## src/rtl/alu_arbiter_if.sv

```systemverilog
// rtl/alu_arbiter_if.sv - request/response and ALU-side signals of the two-requester ALU arbiter
interface alu_arbiter_if #(
    parameter int WIDTH = 4
);
    logic               req0_valid;
    logic               req0_ready;
    logic [WIDTH-1:0]   req0_a;
    logic [WIDTH-1:0]   req0_b;
    logic [2:0]         req0_op;
    logic               req1_valid;
    logic               req1_ready;
    logic [WIDTH-1:0]   req1_a;
    logic [WIDTH-1:0]   req1_b;
    logic [2:0]         req1_op;
    logic               resp0_valid;
    logic               resp0_ready;
    logic               resp1_valid;
    logic               resp1_ready;
    logic [2*WIDTH-1:0] resp_data;
    logic [3:0]         resp_flags;
    logic [WIDTH-1:0]   alu_a;
    logic [WIDTH-1:0]   alu_b;
    logic [2:0]         alu_select;
    logic               alu_enable;
    logic [2*WIDTH-1:0] alu_out;
    logic               alu_a_greater;
    logic               alu_a_equal;
    logic               alu_a_less;

    // Arbiter side.
    modport slave (
        input  req0_valid, req0_a, req0_b, req0_op,
        input  req1_valid, req1_a, req1_b, req1_op,
        input  resp0_ready, resp1_ready,
        input  alu_out, alu_a_greater, alu_a_equal, alu_a_less,
        output req0_ready, req1_ready, resp0_valid, resp1_valid,
        output resp_data, resp_flags,
        output alu_a, alu_b, alu_select, alu_enable
    );

    // Requesters plus the ALU itself.
    modport master (
        output req0_valid, req0_a, req0_b, req0_op,
        output req1_valid, req1_a, req1_b, req1_op,
        output resp0_ready, resp1_ready,
        output alu_out, alu_a_greater, alu_a_equal, alu_a_less,
        input  req0_ready, req1_ready, resp0_valid, resp1_valid,
        input  resp_data, resp_flags,
        input  alu_a, alu_b, alu_select, alu_enable
    );
endinterface

```

## src/rtl/alu_arbiter.sv

```systemverilog
// rtl/alu_arbiter.sv - round-robin sharing of one registered ALU between two requesters
// Sequences issue/wait around the ALU latency and traps divide-by-zero locally.
module alu_arbiter #(
    parameter int WIDTH = 4
) (
    input  logic         clk,
    input  logic         rst_n,
    alu_arbiter_if.slave bus
);
    typedef enum logic [1:0] {S_IDLE, S_ISSUE, S_WAIT, S_RESP} state_t;

    state_t             r_state;
    state_t             w_next;
    logic               r_last_grant;
    logic               r_owner;
    logic [WIDTH-1:0]   r_alu_a;
    logic [WIDTH-1:0]   r_alu_b;
    logic [2:0]         r_alu_sel;
    logic [2*WIDTH-1:0] r_resp_data;
    logic [3:0]         r_resp_flags;

    logic               w_grant0;
    logic               w_grant1;
    logic               w_accept;
    logic               w_div0;
    logic               w_resp_take;
    logic [WIDTH-1:0]   w_a;
    logic [WIDTH-1:0]   w_b;
    logic [2:0]         w_op;
    logic               w_req0_ready;
    logic               w_req1_ready;
    logic               w_resp0_valid;
    logic               w_resp1_valid;
    logic               w_alu_enable;

    // On a tie the requester that did not win last time goes first.
    assign w_grant0    = bus.req0_valid && (!bus.req1_valid || r_last_grant);
    assign w_grant1    = bus.req1_valid && (!bus.req0_valid || !r_last_grant);
    assign w_accept    = (r_state == S_IDLE) && (w_grant0 || w_grant1);
    assign w_a         = w_grant1 ? bus.req1_a  : bus.req0_a;
    assign w_b         = w_grant1 ? bus.req1_b  : bus.req0_b;
    assign w_op        = w_grant1 ? bus.req1_op : bus.req0_op;
    assign w_div0      = (w_op == 3'b111) && (w_b == '0);
    assign w_resp_take = (r_state == S_RESP) && (r_owner ? bus.resp1_ready : bus.resp0_ready);

    always_ff @(posedge clk or negedge rst_n) begin
        if (!rst_n) begin
            r_state <= S_IDLE;
        end else begin
            r_state <= w_next;
        end
    end

    always_comb begin
        w_next = r_state;
        case (r_state)
            S_IDLE:  if (w_accept) w_next = w_div0 ? S_RESP : S_ISSUE;
            S_ISSUE: w_next = S_WAIT;
            S_WAIT:  w_next = S_RESP;
            S_RESP:  if (w_resp_take) w_next = S_IDLE;
            default: w_next = S_IDLE;
        endcase
    end

    // Ready is masked by rst_n so nothing is offered while reset is held.
    always_comb begin
        w_req0_ready  = rst_n && (r_state == S_IDLE) && w_grant0;
        w_req1_ready  = rst_n && (r_state == S_IDLE) && w_grant1;
        w_alu_enable  = (r_state == S_ISSUE);
        w_resp0_valid = (r_state == S_RESP) && !r_owner;
        w_resp1_valid = (r_state == S_RESP) && r_owner;
    end

    always_ff @(posedge clk or negedge rst_n) begin
        if (!rst_n) begin
            r_last_grant <= 1'b1;
            r_owner      <= 1'b0;
            r_alu_a      <= '0;
            r_alu_b      <= '0;
            r_alu_sel    <= '0;
            r_resp_data  <= '0;
            r_resp_flags <= '0;
        end else begin
            if (w_accept) begin
                r_alu_a      <= w_a;
                r_alu_b      <= w_b;
                r_alu_sel    <= w_op;
                r_owner      <= w_grant1;
                r_last_grant <= w_grant1;
                if (w_div0) begin
                    r_resp_data  <= '1;
                    r_resp_flags <= 4'b1000;
                end
            end
            // Compare flags are combinational off the held operands; result lags by one cycle.
            if (r_state == S_ISSUE) begin
                r_resp_flags <= {1'b0, bus.alu_a_greater, bus.alu_a_equal, bus.alu_a_less};
            end
            if (r_state == S_WAIT) begin
                r_resp_data <= bus.alu_out;
            end
        end
    end

    assign bus.req0_ready  = w_req0_ready;
    assign bus.req1_ready  = w_req1_ready;
    assign bus.resp0_valid = w_resp0_valid;
    assign bus.resp1_valid = w_resp1_valid;
    assign bus.resp_data   = r_resp_data;
    assign bus.resp_flags  = r_resp_flags;
    assign bus.alu_a       = r_alu_a;
    assign bus.alu_b       = r_alu_b;
    assign bus.alu_select  = r_alu_sel;
    assign bus.alu_enable  = w_alu_enable;
endmodule

```

## src/flat_wrapper.sv

```systemverilog
// flat-port wrapper written by rule: the top's interface ports become plain ports
module alu_arbiter_flat 
#(
    parameter int WIDTH = 4
)
  (clk, rst_n, bus_req0_valid, bus_req0_a, bus_req0_b, bus_req0_op, bus_req1_valid, bus_req1_a, bus_req1_b, bus_req1_op, bus_resp0_ready, bus_resp1_ready, bus_alu_out, bus_alu_a_greater, bus_alu_a_equal, bus_alu_a_less, bus_req0_ready, bus_req1_ready, bus_resp0_valid, bus_resp1_valid, bus_resp_data, bus_resp_flags, bus_alu_a, bus_alu_b, bus_alu_select, bus_alu_enable);
  alu_arbiter_if #(.WIDTH(WIDTH)) bus_i ();
  input  logic clk;
  input  logic rst_n;
  input wire logic [$bits(bus_i.req0_valid)-1:0] bus_req0_valid;
  input wire logic [$bits(bus_i.req0_a)-1:0] bus_req0_a;
  input wire logic [$bits(bus_i.req0_b)-1:0] bus_req0_b;
  input wire logic [$bits(bus_i.req0_op)-1:0] bus_req0_op;
  input wire logic [$bits(bus_i.req1_valid)-1:0] bus_req1_valid;
  input wire logic [$bits(bus_i.req1_a)-1:0] bus_req1_a;
  input wire logic [$bits(bus_i.req1_b)-1:0] bus_req1_b;
  input wire logic [$bits(bus_i.req1_op)-1:0] bus_req1_op;
  input wire logic [$bits(bus_i.resp0_ready)-1:0] bus_resp0_ready;
  input wire logic [$bits(bus_i.resp1_ready)-1:0] bus_resp1_ready;
  input wire logic [$bits(bus_i.alu_out)-1:0] bus_alu_out;
  input wire logic [$bits(bus_i.alu_a_greater)-1:0] bus_alu_a_greater;
  input wire logic [$bits(bus_i.alu_a_equal)-1:0] bus_alu_a_equal;
  input wire logic [$bits(bus_i.alu_a_less)-1:0] bus_alu_a_less;
  output wire logic [$bits(bus_i.req0_ready)-1:0] bus_req0_ready;
  output wire logic [$bits(bus_i.req1_ready)-1:0] bus_req1_ready;
  output wire logic [$bits(bus_i.resp0_valid)-1:0] bus_resp0_valid;
  output wire logic [$bits(bus_i.resp1_valid)-1:0] bus_resp1_valid;
  output wire logic [$bits(bus_i.resp_data)-1:0] bus_resp_data;
  output wire logic [$bits(bus_i.resp_flags)-1:0] bus_resp_flags;
  output wire logic [$bits(bus_i.alu_a)-1:0] bus_alu_a;
  output wire logic [$bits(bus_i.alu_b)-1:0] bus_alu_b;
  output wire logic [$bits(bus_i.alu_select)-1:0] bus_alu_select;
  output wire logic [$bits(bus_i.alu_enable)-1:0] bus_alu_enable;
  assign bus_i.req0_valid = bus_req0_valid;
  assign bus_i.req0_a = bus_req0_a;
  assign bus_i.req0_b = bus_req0_b;
  assign bus_i.req0_op = bus_req0_op;
  assign bus_i.req1_valid = bus_req1_valid;
  assign bus_i.req1_a = bus_req1_a;
  assign bus_i.req1_b = bus_req1_b;
  assign bus_i.req1_op = bus_req1_op;
  assign bus_i.resp0_ready = bus_resp0_ready;
  assign bus_i.resp1_ready = bus_resp1_ready;
  assign bus_i.alu_out = bus_alu_out;
  assign bus_i.alu_a_greater = bus_alu_a_greater;
  assign bus_i.alu_a_equal = bus_alu_a_equal;
  assign bus_i.alu_a_less = bus_alu_a_less;
  assign bus_req0_ready = bus_i.req0_ready;
  assign bus_req1_ready = bus_i.req1_ready;
  assign bus_resp0_valid = bus_i.resp0_valid;
  assign bus_resp1_valid = bus_i.resp1_valid;
  assign bus_resp_data = bus_i.resp_data;
  assign bus_resp_flags = bus_i.resp_flags;
  assign bus_alu_a = bus_i.alu_a;
  assign bus_alu_b = bus_i.alu_b;
  assign bus_alu_select = bus_i.alu_select;
  assign bus_alu_enable = bus_i.alu_enable;
  alu_arbiter #(.WIDTH(WIDTH)) u_core (.clk(clk), .rst_n(rst_n), .bus(bus_i));
endmodule
```

## config.mk

```make
export PLATFORM = sky130hd
export DESIGN_NAME = alu_arbiter_flat
export DESIGN_NICKNAME = d
export VERILOG_FILES = /design/src/rtl/alu_arbiter_if.sv /design/src/rtl/alu_arbiter.sv /design/src/flat_wrapper.sv
export SDC_FILE = /design/constraint.sdc
export NUM_CORES = 1
export LEC_CHECK = 0
export CORE_MARGIN = 2
export CORE_UTILIZATION = 42
export CTS_CLUSTER_DIAMETER = 100
export DETAILED_ROUTE_END_ITERATION = 7
export PLACE_DENSITY_LB_ADDON = 0.15
export SKIP_LAST_GASP = 1
export SYNTH_ARGS = -nofsm -noshare
export SYNTH_HDL_FRONTEND = slang
export SYNTH_SLANG_ARGS = --single-unit
export TNS_END_PERCENT = 1
```

## constraint.sdc

```tcl
create_clock -name clk -period 2.85 [get_ports clk]
set_input_delay 0.285 -clock clk [delete_from_list [all_inputs] [get_ports clk]]
set_output_delay 0.285 -clock clk [all_outputs]
set_load 0.05 [all_outputs]
```

==> reports/metrics.yaml <==
wl_met3_um: 199
dr.max_layer_used: "met4"
ys.flop_type: "dfrtp_1"
status: "finished, final reports clean"
syn2layout_area_growth_pct: 57.0
cts_resized: 0
finalSetupViolations: 0
clock.fmax_mhz: 436
netlist_area_sq_mm: 0.00133
synth.distinct_cells: 31
grt-ovfl-total: 0
num-fill-cells: 251
drt_pre_antenna_iters: 4
path_cells: "clkdlybuf4s50_1 > or4b_1 > or4_1 > a21oi_2 > o21ai_0"
grt_max_degree: 24
chipWidth_um: 60.2
worst-setup-path-type: "in2reg"
cts-buffers-inserted: 3
drtIter0Drc: 46
dp_hpwl_um: 2460
cts_tree: "built"
design_area_sq_mm: 0.00208
via_per_inst: 4.98
track_usage: 0.186
crit_buf_inv: 1
worst_path_max_delay_cell: "or4b_1"
rsz0062_at_grt: "no"
io_buffers: 66
clk_latency_ns: 0.31
tightest_slew_ns: 0.570
routed_wl_um: 3180
maxCapViolations: 0
synth_warnings: 0
cts_buffer_depth: 2
critPathTopFamily: "simple AND/OR/NAND/NOR gates"
ios: 67
period_share: 0.804
drive_above_1_share: 0.104
grt_pass1_vias: 1113
wirelength_met1_um: 1390
core_area_sq_mm: 0.00303
crit_path_max_incr_delay_ns: 0.55
mostFrequentLayoutCells: "clkdlybuf4s50_1 (64), dfrtp_1 (26), nand2_1 (18)"
synth-async-reset-ratio: 1.00
fp.dieArea_sq_mm: 0.00363
nNetsFinal: 236
place.gp.congestion: 0.705
utilization: 0.688
cts_sinks: 27
tns_ns: 0
multi_input_area_sq_um: 612
clkTransAtPathRegs_ns: 0.14
wl_met2_um: 1570
end_kind: "flip-flop"
fin_crit_ns: 2.29
synth-seq-cells: 27
crit_arrival_ns: 2.47
vias: 1176
cts-root-buf: "clkbuf_4"
fin_skew_ns: 0.00644
cts_hold_buf: 0
antenna_found_initial: 0
hold_path.class: "in2async"
synth_area_per_cell_sq_um: 10.7
diodes: 0
slew-limit-headroom: 0.620
grt_pass1_wl_um: 5090
drcViolationCount: 0
htreeDepth: 1
hold_viol: 0
slew_violations: 0
cts_setup_buffers: 0
rows: 20
cp_max_fo: 13
layout.area.seq_sq_um: 677
worstPathRequired_ns: 3.03
cp-start-kind: "primary input"
yosysSeqAreaShare: 0.510
final_common_cell: "clkdlybuf4s50_1"
ant_nets: 0
power_per_cell_area_mw_per_mm2: 1120
synth-edff-count: 0
ir_drop_v: 0.000663
syn_nets: 167
wl_per_cell_um: 13.5
dpl_cell_area_sq_mm: 0.00206
syn_inst: 124
start_util: 0.438
p_leak_nw: 0.871
die_h_um: 60.2
==> cell families (layout without fill, tap and decap cells) <==
logic type                 after synthesis  after routing  synth area share
AOI/OAI and AO/OA                       31             31             0.162
muxes                                   13             13            0.0990
and+or+nand+nor                         41             41             0.162
buffers and inverters                    8             76            0.0292
adders and majority gates                4              4            0.0377
DFF                                     27             27             0.510
==> worst paths after layout <==
path                                      from                        to  slack, ns  cells after the start
max in group asynchronous                rst_n   u_core.bus.resp_data[2]       1.90                      2
max                              bus_req0_b[3]  u_core.bus.resp_flags[0]       0.56                      5
max reg2reg                u_core.r_last_grant  u_core.bus.resp_flags[0]       0.82                      4
min in group clk           u_core.bus.alu_a[2]       u_core.bus.alu_a[2]       0.50                      2
min reg2reg                u_core.bus.alu_a[2]       u_core.bus.alu_a[2]       0.50                      2
min                                      rst_n       u_core.bus.alu_b[2]       0.30                      1
==> layout make-up <==
class,instances,area share
Inverter,3,0.00540
Tap cell,44,0.0264
Timing Repair Buffer,69,0.337
Clock buffer,4,0.0126
Multi-Input combinational cell,89,0.294
Sequential cell,27,0.325
==> per-layer routing <==
layer,vias to the layer above,track usage
li1,573,-
met3,2,0.0411
met1,563,0.250
met2,38,0.304
met4,0,0.0476
met5,-,0
==> stage by stage <==
stage / hold slack, ns / setup WS [ns] / std cells / power (W)
2_1_floorplan: -0.0106 / 0.994 / 124 / 0.00168
5_1_grt: 0.323 / 0.456 / 236 / 0.00249
3_5_place_dp: 0.475 / 0.214 / 232 / 0.00220
6_report: 0.303 / 0.558 / 236 / 0.00234
3_3_place_gp: 0.463 / 0.330 / 232 / 0.00216
4_1_cts: 0.319 / 0.561 / 236 / 0.00237
==> where the power goes <==
| group | total, W | switching (W) | internal, W | leakage, nW |
|---|---|---|---|---|
| Combinational | 0.00150 | 0.000936 | 0.000565 | 0.534 |
| Sequential | 0.000681 | 0.000110 | 0.000571 | 0.322 |
| Clock | 0.000162 | 0.000107 | 0.0000547 | 0.0150 |
==> cells in the mapped netlist, types with 2 or more instances <==
cell	count	area, sq um
a21oi_1	2	10.0
clkbuf_1	3	11.3
dfrtp_1	26	651
ha_1	4	50.1
inv_1	3	11.3
mux2i_1	12	120
nand2_1	18	67.6
nand2b_1	11	68.8
nor2_1	2	7.51
nor2b_1	2	12.5
o21ai_0	14	70.1
o31a_2	8	80.1
==> worst reg2reg max path, delay by kind of cell (launching register included) <==
| family | cells | cell delay [ns] |
|---|---|---|
| compound gates | 3 | 0.79 |
| flops | 1 | 0.58 |
| simple gates | 1 | 0.53 |
==> sequential cells by signal (all words and copies together), names as in the netlist <==
register               cells
u_core.r_state             2
u_core.bus.alu_a           4
u_core.bus.resp_flags      4
u_core.bus.resp_data       8
u_core.bus.alu_select      3
u_core.r_owner             1
u_core.bus.alu_b           4
u_core.r_last_grant        1
Power figures use the tool's default switching activity.
